## config.mk

```make
export PLATFORM = sky130hd
export DESIGN_NAME = pal_sync_gen_flat
export DESIGN_NICKNAME = d
export VERILOG_FILES = /design/src/rtl/video_timing_pkg.sv /design/src/rtl/pal_sync_gen_if.sv /design/src/rtl/pal_sync_gen_sync_shape.sv /design/src/rtl/pal_sync_gen.sv /design/src/flat_wrapper.sv
export SDC_FILE = /design/constraint.sdc
export NUM_CORES = 1
export LEC_CHECK = 0
export BUFFER_PORTS_ARGS = -buffer_cell sky130_fd_sc_hd__buf_2
export CAP_MARGIN = 20
export CORE_ASPECT_RATIO = 2
export CORE_MARGIN = 2
export CORE_UTILIZATION = 34
export DETAILED_ROUTE_END_ITERATION = 6
export PLACE_DENSITY_LB_ADDON = 0.08
export SLEW_MARGIN = 15
export SYNTH_ARGS = -nofsm -noshare
export SYNTH_HDL_FRONTEND = slang
export SYNTH_SLANG_ARGS = --single-unit
```

## constraint.sdc

```tcl
create_clock -name clk24 -period 5.53 [get_ports clk24]
set_clock_uncertainty 0.2 [all_clocks]
set_input_delay 0.553 -clock clk24 [delete_from_list [all_inputs] [get_ports clk24]]
set_output_delay 0.553 -clock clk24 [all_outputs]
set_load 0.01 [all_outputs]
```

## src/rtl/video_timing_pkg.sv

```systemverilog
// PAL raster constants, counter types and window helpers shared by the sync
// generator and the composite encoder so both agree on one set of timings.
package video_timing_pkg;

  localparam int H_CNT_W = 11;
  localparam int V_CNT_W = 9;

  localparam int PAL_H_TOTAL      = 1536;
  localparam int PAL_H_SYNC       = 113;
  localparam int PAL_H_ACT_START  = 256;
  localparam int PAL_H_ACT_LEN    = 1248;
  localparam int PAL_V_TOTAL      = 312;
  localparam int PAL_V_SYNC_LINES = 3;
  localparam int PAL_V_ACT_START  = 23;
  localparam int PAL_V_ACT_LEN    = 288;

  // Colourburst gate used by the encoder, in clocks from the line start.
  localparam int PAL_BURST_START  = 139;
  localparam int PAL_BURST_END    = 202;

  typedef logic [H_CNT_W-1:0] hcnt_t;
  typedef logic [V_CNT_W-1:0] vcnt_t;

  typedef enum logic [1:0] {
    LINE_VSYNC,
    LINE_BLANK,
    LINE_ACTIVE
  } line_kind_t;

  function automatic logic h_in_win(input hcnt_t h, input hcnt_t lo, input hcnt_t hi);
    return (h >= lo) && (h <= hi);
  endfunction

  function automatic logic in_burst(input hcnt_t h);
    return h_in_win(h, hcnt_t'(PAL_BURST_START), hcnt_t'(PAL_BURST_END));
  endfunction

endpackage

```

## src/rtl/pal_sync_gen_if.sv

```systemverilog
// Raster output bundle: sync/blanking to the composite encoder, pixel
// coordinates and data enable to the framebuffer side.
interface pal_sync_gen_if;

  logic                       tv_hs_o;
  logic                       tv_vs_o;
  logic                       tv_porch_o;
  logic                       de_o;
  video_timing_pkg::hcnt_t    x_o;
  video_timing_pkg::vcnt_t    y_o;
  logic                       field_o;
  logic                       frame_start_o;

  modport master (
    output tv_hs_o,
    output tv_vs_o,
    output tv_porch_o,
    output de_o,
    output x_o,
    output y_o,
    output field_o,
    output frame_start_o
  );

  modport slave (
    input tv_hs_o,
    input tv_vs_o,
    input tv_porch_o,
    input de_o,
    input x_o,
    input y_o,
    input field_o,
    input frame_start_o
  );

endinterface

```

## src/rtl/pal_sync_gen_sync_shape.sv

```systemverilog
// Combinational map from raster position (h_cnt, v_cnt) to the next values of
// hs/vs/de and the pixel coordinates; the top registers everything.
module sync_shape
  import video_timing_pkg::*;
#(
  parameter int H_TOTAL      = PAL_H_TOTAL,
  parameter int H_SYNC       = PAL_H_SYNC,
  parameter int H_ACT_START  = PAL_H_ACT_START,
  parameter int H_ACT_LEN    = PAL_H_ACT_LEN,
  parameter int V_SYNC_LINES = PAL_V_SYNC_LINES,
  parameter int V_ACT_START  = PAL_V_ACT_START,
  parameter int V_ACT_LEN    = PAL_V_ACT_LEN
) (
  input  hcnt_t h_cnt,
  input  vcnt_t v_cnt,
  output logic  hs_next,
  output logic  vs_next,
  output logic  de_next,
  output logic  frame_start_next,
  output logic  y_load,
  output hcnt_t x_next,
  output vcnt_t y_next
);

  localparam hcnt_t H_SYNC_END = hcnt_t'(H_SYNC - 1);
  localparam hcnt_t SERR_A_LO  = hcnt_t'(H_TOTAL / 2 - H_SYNC);
  localparam hcnt_t SERR_A_HI  = hcnt_t'(H_TOTAL / 2 - 1);
  localparam hcnt_t SERR_B_LO  = hcnt_t'(H_TOTAL - H_SYNC);
  localparam hcnt_t H_END      = hcnt_t'(H_TOTAL - 1);
  localparam hcnt_t H_ACT_LO   = hcnt_t'(H_ACT_START);
  localparam hcnt_t H_ACT_HI   = hcnt_t'(H_ACT_START + H_ACT_LEN - 1);
  localparam vcnt_t V_SYNC_N   = vcnt_t'(V_SYNC_LINES);
  localparam vcnt_t V_ACT_LO   = vcnt_t'(V_ACT_START);
  localparam vcnt_t V_ACT_HI   = vcnt_t'(V_ACT_START + V_ACT_LEN - 1);

  line_kind_t kind;

  always_comb begin
    kind = LINE_BLANK;
    if (v_cnt < V_SYNC_N) begin
      kind = LINE_VSYNC;
    end else if ((v_cnt >= V_ACT_LO) && (v_cnt <= V_ACT_HI)) begin
      kind = LINE_ACTIVE;
    end
  end

  // Vsync lines keep hs low only at the two serrations ending each half line,
  // so every broad pulse ends with an hs falling edge the encoder can count.
  always_comb begin
    hs_next = 1'b1;
    vs_next = 1'b1;
    de_next = 1'b0;
    x_next  = '0;
    if (kind == LINE_VSYNC) begin
      vs_next = 1'b0;
      hs_next = ~(h_in_win(h_cnt, SERR_A_LO, SERR_A_HI) ||
                  h_in_win(h_cnt, SERR_B_LO, H_END));
    end else begin
      hs_next = ~h_in_win(h_cnt, '0, H_SYNC_END);
      if ((kind == LINE_ACTIVE) && h_in_win(h_cnt, H_ACT_LO, H_ACT_HI)) begin
        de_next = 1'b1;
        x_next  = h_cnt - H_ACT_LO;
      end
    end
  end

  assign y_load           = (kind == LINE_ACTIVE) && (h_cnt == '0);
  assign y_next           = v_cnt - V_ACT_LO;
  assign frame_start_next = (h_cnt == '0) && (v_cnt == '0);

endmodule

```

## src/rtl/pal_sync_gen.sv

```systemverilog
// PAL raster timing generator: line/field counters on clk24 and registered
// sync, blanking and pixel-coordinate outputs, one clock behind the counters.
module pal_sync_gen
  import video_timing_pkg::*;
#(
  parameter int H_TOTAL      = PAL_H_TOTAL,
  parameter int H_SYNC       = PAL_H_SYNC,
  parameter int H_ACT_START  = PAL_H_ACT_START,
  parameter int H_ACT_LEN    = PAL_H_ACT_LEN,
  parameter int V_TOTAL      = PAL_V_TOTAL,
  parameter int V_SYNC_LINES = PAL_V_SYNC_LINES,
  parameter int V_ACT_START  = PAL_V_ACT_START,
  parameter int V_ACT_LEN    = PAL_V_ACT_LEN,
  parameter bit INTERLACE    = 1'b0
) (
  input  logic           clk24,
  input  logic           reset,
  pal_sync_gen_if.master tv
);

  localparam hcnt_t H_LAST     = hcnt_t'(H_TOTAL - 1);
  localparam vcnt_t V_LAST     = vcnt_t'(V_TOTAL - 1);
  localparam vcnt_t V_LAST_ODD = vcnt_t'(V_TOTAL);

  hcnt_t h_cnt;
  vcnt_t v_cnt;
  logic  field_q;
  logic  h_last;
  logic  v_last;

  logic  hs_next;
  logic  vs_next;
  logic  de_next;
  logic  frame_start_next;
  logic  y_load;
  hcnt_t x_next;
  vcnt_t y_next;

  logic  hs_q;
  logic  vs_q;
  logic  porch_q;
  logic  de_q;
  hcnt_t x_q;
  vcnt_t y_q;
  logic  field_o_q;
  logic  frame_start_q;

  // In interlaced mode the odd field carries one extra line (313 vs 312).
  assign h_last = (h_cnt == H_LAST);
  assign v_last = (INTERLACE && field_q) ? (v_cnt == V_LAST_ODD) : (v_cnt == V_LAST);

  always_ff @(posedge clk24 or posedge reset) begin
    if (reset) begin
      h_cnt   <= '0;
      v_cnt   <= '0;
      field_q <= 1'b0;
    end else if (h_last) begin
      h_cnt <= '0;
      if (v_last) begin
        v_cnt   <= '0;
        field_q <= ~field_q;
      end else begin
        v_cnt <= v_cnt + 1'b1;
      end
    end else begin
      h_cnt <= h_cnt + 1'b1;
    end
  end

  sync_shape #(
    .H_TOTAL      (H_TOTAL),
    .H_SYNC       (H_SYNC),
    .H_ACT_START  (H_ACT_START),
    .H_ACT_LEN    (H_ACT_LEN),
    .V_SYNC_LINES (V_SYNC_LINES),
    .V_ACT_START  (V_ACT_START),
    .V_ACT_LEN    (V_ACT_LEN)
  ) u_sync_shape (
    .h_cnt            (h_cnt),
    .v_cnt            (v_cnt),
    .hs_next          (hs_next),
    .vs_next          (vs_next),
    .de_next          (de_next),
    .frame_start_next (frame_start_next),
    .y_load           (y_load),
    .x_next           (x_next),
    .y_next           (y_next)
  );

  // field_q is registered once more so field_o changes together with frame_start_o.
  always_ff @(posedge clk24 or posedge reset) begin
    if (reset) begin
      hs_q          <= 1'b1;
      vs_q          <= 1'b1;
      porch_q       <= 1'b1;
      de_q          <= 1'b0;
      x_q           <= '0;
      y_q           <= '0;
      field_o_q     <= 1'b0;
      frame_start_q <= 1'b0;
    end else begin
      hs_q          <= hs_next;
      vs_q          <= vs_next;
      porch_q       <= ~de_next;
      de_q          <= de_next;
      x_q           <= x_next;
      field_o_q     <= field_q;
      frame_start_q <= frame_start_next;
      if (y_load) begin
        y_q <= y_next;
      end
    end
  end

  assign tv.tv_hs_o       = hs_q;
  assign tv.tv_vs_o       = vs_q;
  assign tv.tv_porch_o    = porch_q;
  assign tv.de_o          = de_q;
  assign tv.x_o           = x_q;
  assign tv.y_o           = y_q;
  assign tv.field_o       = field_o_q;
  assign tv.frame_start_o = frame_start_q;

endmodule

```

## src/flat_wrapper.sv

```systemverilog
// flat-port wrapper written by rule: the top's interface ports become plain ports
module pal_sync_gen_flat import video_timing_pkg::*;
#(
  parameter int H_TOTAL      = PAL_H_TOTAL,
  parameter int H_SYNC       = PAL_H_SYNC,
  parameter int H_ACT_START  = PAL_H_ACT_START,
  parameter int H_ACT_LEN    = PAL_H_ACT_LEN,
  parameter int V_TOTAL      = PAL_V_TOTAL,
  parameter int V_SYNC_LINES = PAL_V_SYNC_LINES,
  parameter int V_ACT_START  = PAL_V_ACT_START,
  parameter int V_ACT_LEN    = PAL_V_ACT_LEN,
  parameter bit INTERLACE    = 1'b0
)
  (clk24, reset, tv_tv_hs_o, tv_tv_vs_o, tv_tv_porch_o, tv_de_o, tv_x_o, tv_y_o, tv_field_o, tv_frame_start_o);
  pal_sync_gen_if tv_i ();
  input  logic clk24;
  input  logic reset;
  output wire logic [$bits(tv_i.tv_hs_o)-1:0] tv_tv_hs_o;
  output wire logic [$bits(tv_i.tv_vs_o)-1:0] tv_tv_vs_o;
  output wire logic [$bits(tv_i.tv_porch_o)-1:0] tv_tv_porch_o;
  output wire logic [$bits(tv_i.de_o)-1:0] tv_de_o;
  output wire logic [$bits(tv_i.x_o)-1:0] tv_x_o;
  output wire logic [$bits(tv_i.y_o)-1:0] tv_y_o;
  output wire logic [$bits(tv_i.field_o)-1:0] tv_field_o;
  output wire logic [$bits(tv_i.frame_start_o)-1:0] tv_frame_start_o;
  assign tv_tv_hs_o = tv_i.tv_hs_o;
  assign tv_tv_vs_o = tv_i.tv_vs_o;
  assign tv_tv_porch_o = tv_i.tv_porch_o;
  assign tv_de_o = tv_i.de_o;
  assign tv_x_o = tv_i.x_o;
  assign tv_y_o = tv_i.y_o;
  assign tv_field_o = tv_i.field_o;
  assign tv_frame_start_o = tv_i.frame_start_o;
  pal_sync_gen #(.H_TOTAL(H_TOTAL), .H_SYNC(H_SYNC), .H_ACT_START(H_ACT_START), .H_ACT_LEN(H_ACT_LEN), .V_TOTAL(V_TOTAL), .V_SYNC_LINES(V_SYNC_LINES), .V_ACT_START(V_ACT_START), .V_ACT_LEN(V_ACT_LEN), .INTERLACE(INTERLACE)) u_core (.clk24(clk24), .reset(reset), .tv(tv_i));
endmodule
```

== Word level (Yosys, flattened, before mapping) ==
Index checks and enable logic that the tools add are counted.
Storage, ports and cells
  register bits: 47
  input port bits: 2
  logic and storage cells: 56
Cells by class
  $add $sub $neg: 4
  magnitude comparators: 11
  eq/ne operators: 3
  mux-type cells: 10
  bitwise operators: 4
  reduce and logical (&&, ||, !) cells: 13
Operators with widths (number)
  $mux W11: 3
  $le A11 B11 Y1 const B: 2
  $add A11 B1 Y11 const B: 1
  $eq A11 B11 Y1 const B: 1
  $ge A11 B1 Y1 const B: 1
  $ge A11 B10 Y1 const B: 1
  $ge A11 B11 Y1 const B: 1
  $ge A11 B9 Y1 const B: 1
  $le A11 B10 Y1 const B: 1
  $le A11 B7 Y1 const B: 1
  $logic_not A11 Y1: 1
  $sub A11 B9 Y11 const B: 1
  $add A9 B1 Y9 const B: 1
  $eq A9 B9 Y1 const B: 1
  $ge A9 B5 Y1 const B: 1
  $le A9 B9 Y1 const B: 1
  $logic_not A9 Y1: 1
  $lt A9 B2 Y1 const B: 1
  $mux W9: 1
  $sub A9 B5 Y9 const B: 1
  $logic_and A1 B1 Y1: 8
  $mux W1: 4
  $mux W2: 2
  $not A1 Y1: 4
  other kinds (4): 4

== Logic depth before layout (Yosys ltp) ==
Gate-level depths: netlist of the first run.
  depth after elaboration: 9
  mapped depth: 9
  gate-level depth less buffers: 7

== Hierarchy ==
From an unflattened synthesis of the first run, not the netlist that was laid out.
Unflattened totals
  cell total of the unflattened synthesis: 233
  area, all modules: 2462.4 µm²
Modules (own cells, without submodules)
  pal_sync_gen: times used 1, cells each 128, area an instance 1767.9 µm², seq. area each 1179.9 µm²
  sync_shape: times used 1, cells each 105, area an instance 694.4 µm², seq. area each 0.0 µm²

== Worst setup path after synthesis of the first run ==
OpenSTA, ideal clock, no wires.
  kind: flip-flop to flip-flop
  from: register u_core.v_cnt[1]
  to: register u_core.y_q[0], in the netlist u_core.tv.y_o[0]
  setup time: 125 ps
  arrival: 1783 ps
  slack: 3422 ps
  cell stages (with the launch flop): 7
  clock period less this slack: 2108 ps
  cell sequence: dfrtp_1 -> ha_1 -> clkbuf_1 -> a41oi_2 -> a211oi_2 -> nand2_4 -> mux2_4
Between the ends
  cells in the longest elaborated chain, start to end: 6
Ends and longest elaborated chain
  start, declared: RTL line pal_sync_gen.sv:26  | vcnt_t v_cnt;
  start signal, assigned: RTL line pal_sync_gen.sv:63  | v_cnt <= v_cnt + 1'b1;
  $ge A9 B5 Y1 or $le A9 B9 Y1 (tied branches): RTL line pal_sync_gen_sync_shape.sv:42  | end else if ((v_cnt >= V_ACT_LO) && (v_cnt <= V_ACT_HI)) begin
  $logic_and A1 B1 Y1: RTL line pal_sync_gen_sync_shape.sv:42
  $mux W2: RTL line pal_sync_gen_sync_shape.sv:42
  $mux W2 (*): RTL line pal_sync_gen_sync_shape.sv:40  | if (v_cnt < V_SYNC_N) begin
  $eq A2 B2 Y1 (*): RTL line pal_sync_gen_sync_shape.sv:67  | assign y_load = (kind == LINE_ACTIVE) && (h_cnt == '0);
  $logic_and A1 B1 Y1 (*): RTL line pal_sync_gen_sync_shape.sv:67
  end signal, assigned: RTL line pal_sync_gen.sv:110  | y_q <= y_next;
  end, declared: RTL line pal_sync_gen.sv:44  | vcnt_t y_q;
Every way passes the cells marked *; elsewhere a longest branch is shown, timed or not.
A chain may end at the register's enable or synchronous reset.

== Worst setup path in the final report of the first run ==
  from: register u_core.h_cnt[9]
  to: register u_core.v_cnt[3]
Between the ends
  cells in the longest elaborated chain, start to end: 1
Ends and longest elaborated chain
  start, declared: RTL line pal_sync_gen.sv:25  | hcnt_t h_cnt;
  start signal, assigned: RTL line pal_sync_gen.sv:66  | h_cnt <= h_cnt + 1'b1;
  $eq A11 B11 Y1: RTL line pal_sync_gen.sv:49  | assign h_last = (h_cnt == H_LAST);
Every way passes these cells.

==> results.md, run 1 <==
* R2R depth at 7
* DP Cell Count at 330
* Pins Over Slew Limit at 0
* Critical path class: register to register
* Final Hold Fails at 0
* DRT iter0 DRCs at 71
* Total number of H-tree levels at 2
* Cell area power density at 233 nW/um^2
* Top FF cell, synth: dfrtp_1
* Die Height at 125 microns
* Drt wl/cell at 14.4 microns
* DRC viols at 0
* Final Core Density at 0.392
* Grt peak-use layer: met2
* Worst slew margin at 0.499
* CP max stage delay at 0.54 ns
* Critical-path top delay cell: or3_1
* Post-synthesis sequential area ratio at 0.476
* Post-CTS Hold Buffers at 0
* IO Port Bufs at 27
* Data required time at the worst endpoint at 5.54 ns
* Largest net degree at the start of global routing at 48
* Peak VDD IR at 0.105 mV
* Routed Antenna Nets at 0
* CP Capture Type: register
* Worst Tran Pin Value at 0.745 ns
* Crit. Startpoint: u_core.h_cnt[9]$_DFF_PP0_
* Post-Synthesis Cells at 228
* Net Count, Synth at 240
* Vias per cell at 4.95
* # IOs at 28
* R2R setup slack at 3.17 ns
* CTS tree: built
* P_leak at 1.39 nW
* Final TNS setup at 0 ns
* Synth unique cells at 49
* EDFF count, synth at 0
* RSZ-0062 raised after global routing: no
* Drt pass-1 iters at 4
* Setup violators final at 0
* Maximum fanout along the worst path at 10
* Mean Syn Cell Area at 10.9 sq um
* Setup bufs post-CTS at 0
* Tcrit/Tclk final at 0.427
* CTS resizes at 0
* Total number of vias at 1677
* Ratio of cells with drive above 1 in the final layout at 0.255
* Status: complete, no violations
* GRT Total Usage at 0.135
* Post-synthesis register bit count at 47
* Routability cong. at 0.833
* Hold Crit Class: primary input to asynchronous set/reset pin
* Initial antenna violation count at 0
* Wire length after detailed routing at 4880 microns
* Die W at 64.4 microns
* Dpl hpwl at 3410 microns
* Critical register-to-register path startpoint: u_core.h_cnt[9]$_DFF_PP0_
* Min Clock Period, post-route at 2.36 ns
* Power consumption at 655 uW
* Ys async rst share at 1.00
* Die area at 8030 sq um
* Max Fclk at 424 MHz
* CTS Buf Count at 5
* Worst Setup Start Kind: register
* Nets at 258
* Core ar. at 7160 sq um
* Critical Path Sink: u_core.v_cnt[3]$_DFFE_PP0N_
* Met3 Use GR at 0.0271
* N_diodes at 0
* M1 GR Usage at 0.188
* Non-Filler Instances at 339
* Max_cap viols at 0
* Vias in the first global route at 1658
* Initial Util at 0.347
* Gr ovfl total at 0
* Clk root buf: clkbuf_16
* Clk pin slew, worst setup/hold paths at 0.06 ns
* Synth-to-Final Area Change at 13.3%
* Synth Cell Area at 2480 sq um
* Num Clock Sinks at 47
* Synth Warn # at 0
* First-pass GRT wire length at 8400 microns
* R2R Path End: u_core.v_cnt[3]$_DFFE_PP0N_
* CP arrival at 2.37 ns
* Most frequent CP cell: a21oi_1
* Clk_lat worst skew at 0.29 ns
* Core Rows at 44
* Met2 usage at 0.200
* Critical Path, Cell by Cell: inv_1, ha_1, nand2_1, or3_1, a21oi_1, a21oi_1, a31oi_1
* Max Root-Sink Buffers at 2
[kinds of logic after synthesis]
kind of cell,count (synthesis),share of synthesized area
buf+inv,27,0.0525
fa+ha+maj,10,0.0505
compound gates,37,0.105
xor+xnor,19,0.0671
simple gates,78,0.190
mux,10,0.0590
flops,47,0.476
[synthesized netlist by cell type (8+ instances only)]
master   instances  area share
mux2_4           9       0.054
nand3_1          8       0.016
ha_1            10       0.050
nor2_1          11       0.017
o21ai_0          9       0.018
nand2_1         13       0.020
xor2_1          10       0.035
xnor2_1          9       0.032
buf_2            8       0.016
dfrtp_1         44        0.44
and3_1          12       0.030
a21oi_1         10       0.020
inv_1            9       0.014
[worst min-delay path by stage]
stage | from | endpoint | slack (ns) | depth (start not counted)
2_1_floorplan | u_core.field_q$_DFFE_PP0P_ | u_core.tv.field_o$_DFF_PP0_ | 0.17 | 0
3_3_place_gp | u_core.field_q$_DFFE_PP0P_ | u_core.tv.field_o$_DFF_PP0_ | 0.19 | 0
3_5_place_dp | u_core.field_q$_DFFE_PP0P_ | u_core.tv.field_o$_DFF_PP0_ | 0.19 | 0
4_1_cts | u_core.field_q$_DFFE_PP0P_ | u_core.tv.field_o$_DFF_PP0_ | 0.20 | 0
5_1_grt | reset | u_core.tv.x_o[10]$_DFF_PP0_ | 0.10 | 2
6_report | reset | u_core.tv.x_o[10]$_DFF_PP0_ | 0.06 | 2
[sequential cells by signal, summed over array words and instances (netlist names)]
name,flops
u_core.tv.tv_hs_o,1
u_core.h_cnt,11
u_core.tv.tv_vs_o,1
u_core.tv.de_o,1
u_core.tv.tv_porch_o,1
u_core.tv.x_o,11
u_core.tv.frame_start_o,1
u_core.field_q,1
u_core.tv.y_o,9
u_core.v_cnt,9
u_core.tv.field_o,1
[critical path, delay by kind of cell, from the launching register on]
kind | cells | cell delay, ns
flip-flops | 1 | 0.50
AO/OA/AOI/OAI | 3 | 0.60
buffers and inverters | 1 | 0.15
adder cells (fa/ha/maj) | 1 | 0.20
AND/OR/NAND/NOR | 2 | 0.63
[final cells by class]
| type | instances | area, sq um |
|---|---|---|
| fill | 731 | 4350 |
| sequential | 47 | 1180 |
| multi-input combinational | 154 | 1170 |
| timing repair buffer | 29 | 163 |
| clock buffer | 7 | 143 |
| tap | 92 | 115 |
| inverter | 9 | 33.8 |
| clock inverter | 1 | 5.00 |
[where the power goes]
group	leakage (nW)	total, mW	switching [mW]	internal, mW
Clock	0.0739	0.303	0.124	0.179
Sequential	0.632	0.344	0	0.344
Combinational	0.687	0.00845	0.00671	0.00174
[metrics by stage]
stage          area, sq um  hold WS [ns]  worst slack (ns)
6_report              2810        0.0626              3.17
4_1_cts               2790         0.203              3.17
3_3_place_gp          2640         0.185              3.16
3_5_place_dp          2640         0.189              3.20
5_1_grt               2810         0.103              2.99
2_1_floorplan         2480         0.173              3.42
[cell usage in the layout, fill, tap and decap left out, types with 4 or more instances in the layout]
cell type  netlist  final
mux2_4           9      9
xnor2_1          9      9
dfrtp_1         44     44
xor2_1          10     10
o21ai_0          9      9
nand3_1          8      8
clkbuf_16        0      5
nor2_1          11     11
ha_1            10     10
nor3_1           4      4
or3_1            4      4
and3_1          12     12
a21oi_1         10     10
buf_2            8     27
nand4_1          4      4
inv_1            9      8
nand2_1         13     13
[per-layer routing]
layer | vias to the layer above | part of all wire
met5 | - | 0
met2 | 27 | 0.49
li1 | 839 | -
met1 | 805 | 0.46
met3 | 6 | 0.030
met4 | 0 | 0.021
Power figures use the tool's default switching activity.
==> inputs of run 2 (changes only) <==
clock period = 2.4 ns   (was 5.53 ns; I/O delays follow)
==> results.md, run 2 (synthesis results as in run 1) <==
* Status: complete, no violations (unchanged)
* Pins Over Slew Limit at 0 (unchanged)
* Drt pass-1 iters at 4 (unchanged)
* Maximum fanout along the worst path at 9 (was 10)
* Max_cap viols at 0 (unchanged)
* Hold Crit Class: register to register (was primary input to asynchronous set/reset pin)
* CTS Buf Count at 5 (unchanged)
* Clk root buf: clkbuf_16 (unchanged)
* Max Fclk at 453 MHz (was 424 MHz)
* Worst slew margin at 0.630 (was 0.499)
* Max Root-Sink Buffers at 2 (unchanged)
* Data required time at the worst endpoint at 2.37 ns (was 5.54 ns)
* Routability cong. at 0.766 (was 0.833)
* Nets at 274 (was 258)
* Final Hold Fails at 0 (unchanged)
* Clk_lat worst skew at 0.28 ns (was 0.29 ns)
* Setup violators final at 0 (unchanged)
* IO Port Bufs at 27 (unchanged)
* N_diodes at 0 (unchanged)
* DRT iter0 DRCs at 84 (was 71)
* P_leak at 1.47 nW (was 1.39 nW)
* Core Rows at 44 (unchanged)
* Die Height at 125 microns (unchanged)
* Gr ovfl total at 0 (unchanged)
* Routed Antenna Nets at 0 (unchanged)
* Core ar. at 7160 sq um (unchanged)
* DRC viols at 0 (unchanged)
* CP Capture Type: register (unchanged)
* Commonest non-fill, non-tap cell in the layout: dfrtp_1 (unchanged)
* Fin Hold WS at 0.212 ns (was 0.0626 ns)
* CTS resizes at 0 (unchanged)
* Wire length after detailed routing at 4970 microns (was 4880 microns)
* Die area at 8030 sq um (unchanged)
* Total number of vias at 1750 (was 1677)
* DP Cell Count at 346 (was 330)
* Critical path class: register to register (unchanged)
* Total number of H-tree levels at 2 (unchanged)
* Fillers at 740 (was 731)
* Peak VDD IR at 0.328 mV (was 0.105 mV)
* Vias per cell at 4.93 (was 4.95)
* Ratio of cells with drive above 1 in the final layout at 0.293 (was 0.255)
* Tcrit/Tclk final at 0.920 (was 0.427)
* Cell area power density at 508 nW/um^2 (was 233 nW/um^2)
* Non-Filler Instances at 355 (was 339)
* # IOs at 28 (unchanged)
* Drt wl/cell at 14.0 microns (was 14.4 microns)
* Synth-to-Final Area Change at 17.3% (was 13.3%)
* Dpl hpwl at 3630 microns (was 3410 microns)
* RSZ-0062 raised after global routing: no (unchanged)
* Worst Tran Pin Value at 0.554 ns (was 0.745 ns)
* Num Clock Sinks at 47 (unchanged)
* CTS tree: built (unchanged)
* Vias in the first global route at 1751 (was 1658)
* CP arrival at 2.18 ns (was 2.37 ns)
* GRT Total Usage at 0.135 (about the same)
* Initial antenna violation count at 0 (unchanged)
* Most frequent cells in the layout: 44 x dfrtp_1, 27 x buf_2, 17 x buf_4 (was 44 x dfrtp_1, 27 x buf_2, 13 x nand2_1)
* Initial Util at 0.347 (unchanged)
* Worst Setup Start Kind: register (unchanged)
* First-pass GRT wire length at 8600 microns (was 8400 microns)
* Min Clock Period, post-route at 2.21 ns (was 2.36 ns)
* Largest net degree at the start of global routing at 29 (was 48)
* Die W at 64.4 microns (unchanged)
* Clk pin slew, worst setup/hold paths at 0.06 ns (about the same)
* Final TNS setup at 0 ns (unchanged)
## run 2: cell types whose count changed in the layout (fill, tap and decap cells not counted)
cell and delta:
buf_4 +16, buf_12 -1, dlygate4sd3_1 +1, clkbuf_1 +1
clkbuf_8 -1
## run 2: power by group
group	switching, mW	total, mW	internal [mW]
Combinational	0.0156	0.0195	0.00391
Clock	0.281	0.666	0.385
Sequential	0	0.793	0.793
Total	0.297	1.48	1.18
## run 2: metrics by stage
step / util / cell area [sq um] / worst slack (ns) / total power [mW]
after global placement: 0.386 / 2760 / 0.242 / 0.827
after global routing: 0.406 / 2910 / 0.0552 / 1.53
after detailed placement: 0.386 / 2760 / 0.179 / 0.827
after CTS: 0.406 / 2910 / 0.152 / 1.50
final: 0.406 / 2910 / 0.191 / 1.48
after floorplan: - / 2480 / 0.292 / 0.819
## run 2: cell type report
type,count,area [sq um],share of cell area
tap,92,115,0.0396
clock inverter,1,5.00,0.00172
timing repair buffer,45,273,0.0938
multi-input combinational,154,1170,0.402
clock buffer,7,133,0.0456
sequential,47,1180,0.406
inverter,9,33.8,0.0116
## run 2: final timing paths
path	slack [ns]	cells after the start	from	to
worst max-delay path	0.19	5	u_core.v_cnt[1]$_DFFE_PP0N_	u_core.tv.y_o[6]$_DFFE_PP0P_
worst min-delay path	0.21	0	u_core.field_q$_DFFE_PP0P_	u_core.tv.field_o$_DFF_PP0_
worst max register to register	0.19	5	u_core.v_cnt[1]$_DFFE_PP0N_	u_core.tv.y_o[6]$_DFFE_PP0P_
worst min register to register	0.21	0	u_core.field_q$_DFFE_PP0P_	u_core.tv.field_o$_DFF_PP0_
max in group asynchronous	1.08	4	reset	u_core.tv.y_o[6]$_DFFE_PP0P_
min in group asynchronous	0.35	3	reset	u_core.h_cnt[8]$_DFF_PP0_
## run 2: worst max-delay path, stage by stage (launching register included)
cell      delay (ns)
dfrtp_1         0.45
ha_1            0.36
a41oi_2         0.16
a211oi_2        0.39
nand2_4         0.20
mux2_4          0.33
## run 2: repair_timing
action / CTS / global route
endpoints found under the hold margin: 23 / 0
hold buffers: 1 / 0
setup buffers: 0 / 0
## run 2: routing by layer
layer / GRT usage / routed length [microns] / vias up
li1: - / - / 867
met1: 0.188 / 2390 / 851
met2: 0.210 / 2370 / 27
met3: 0.0235 / 129 / 5
met4: 0.0488 / 87 / 0
met5: 0 / 0 / -
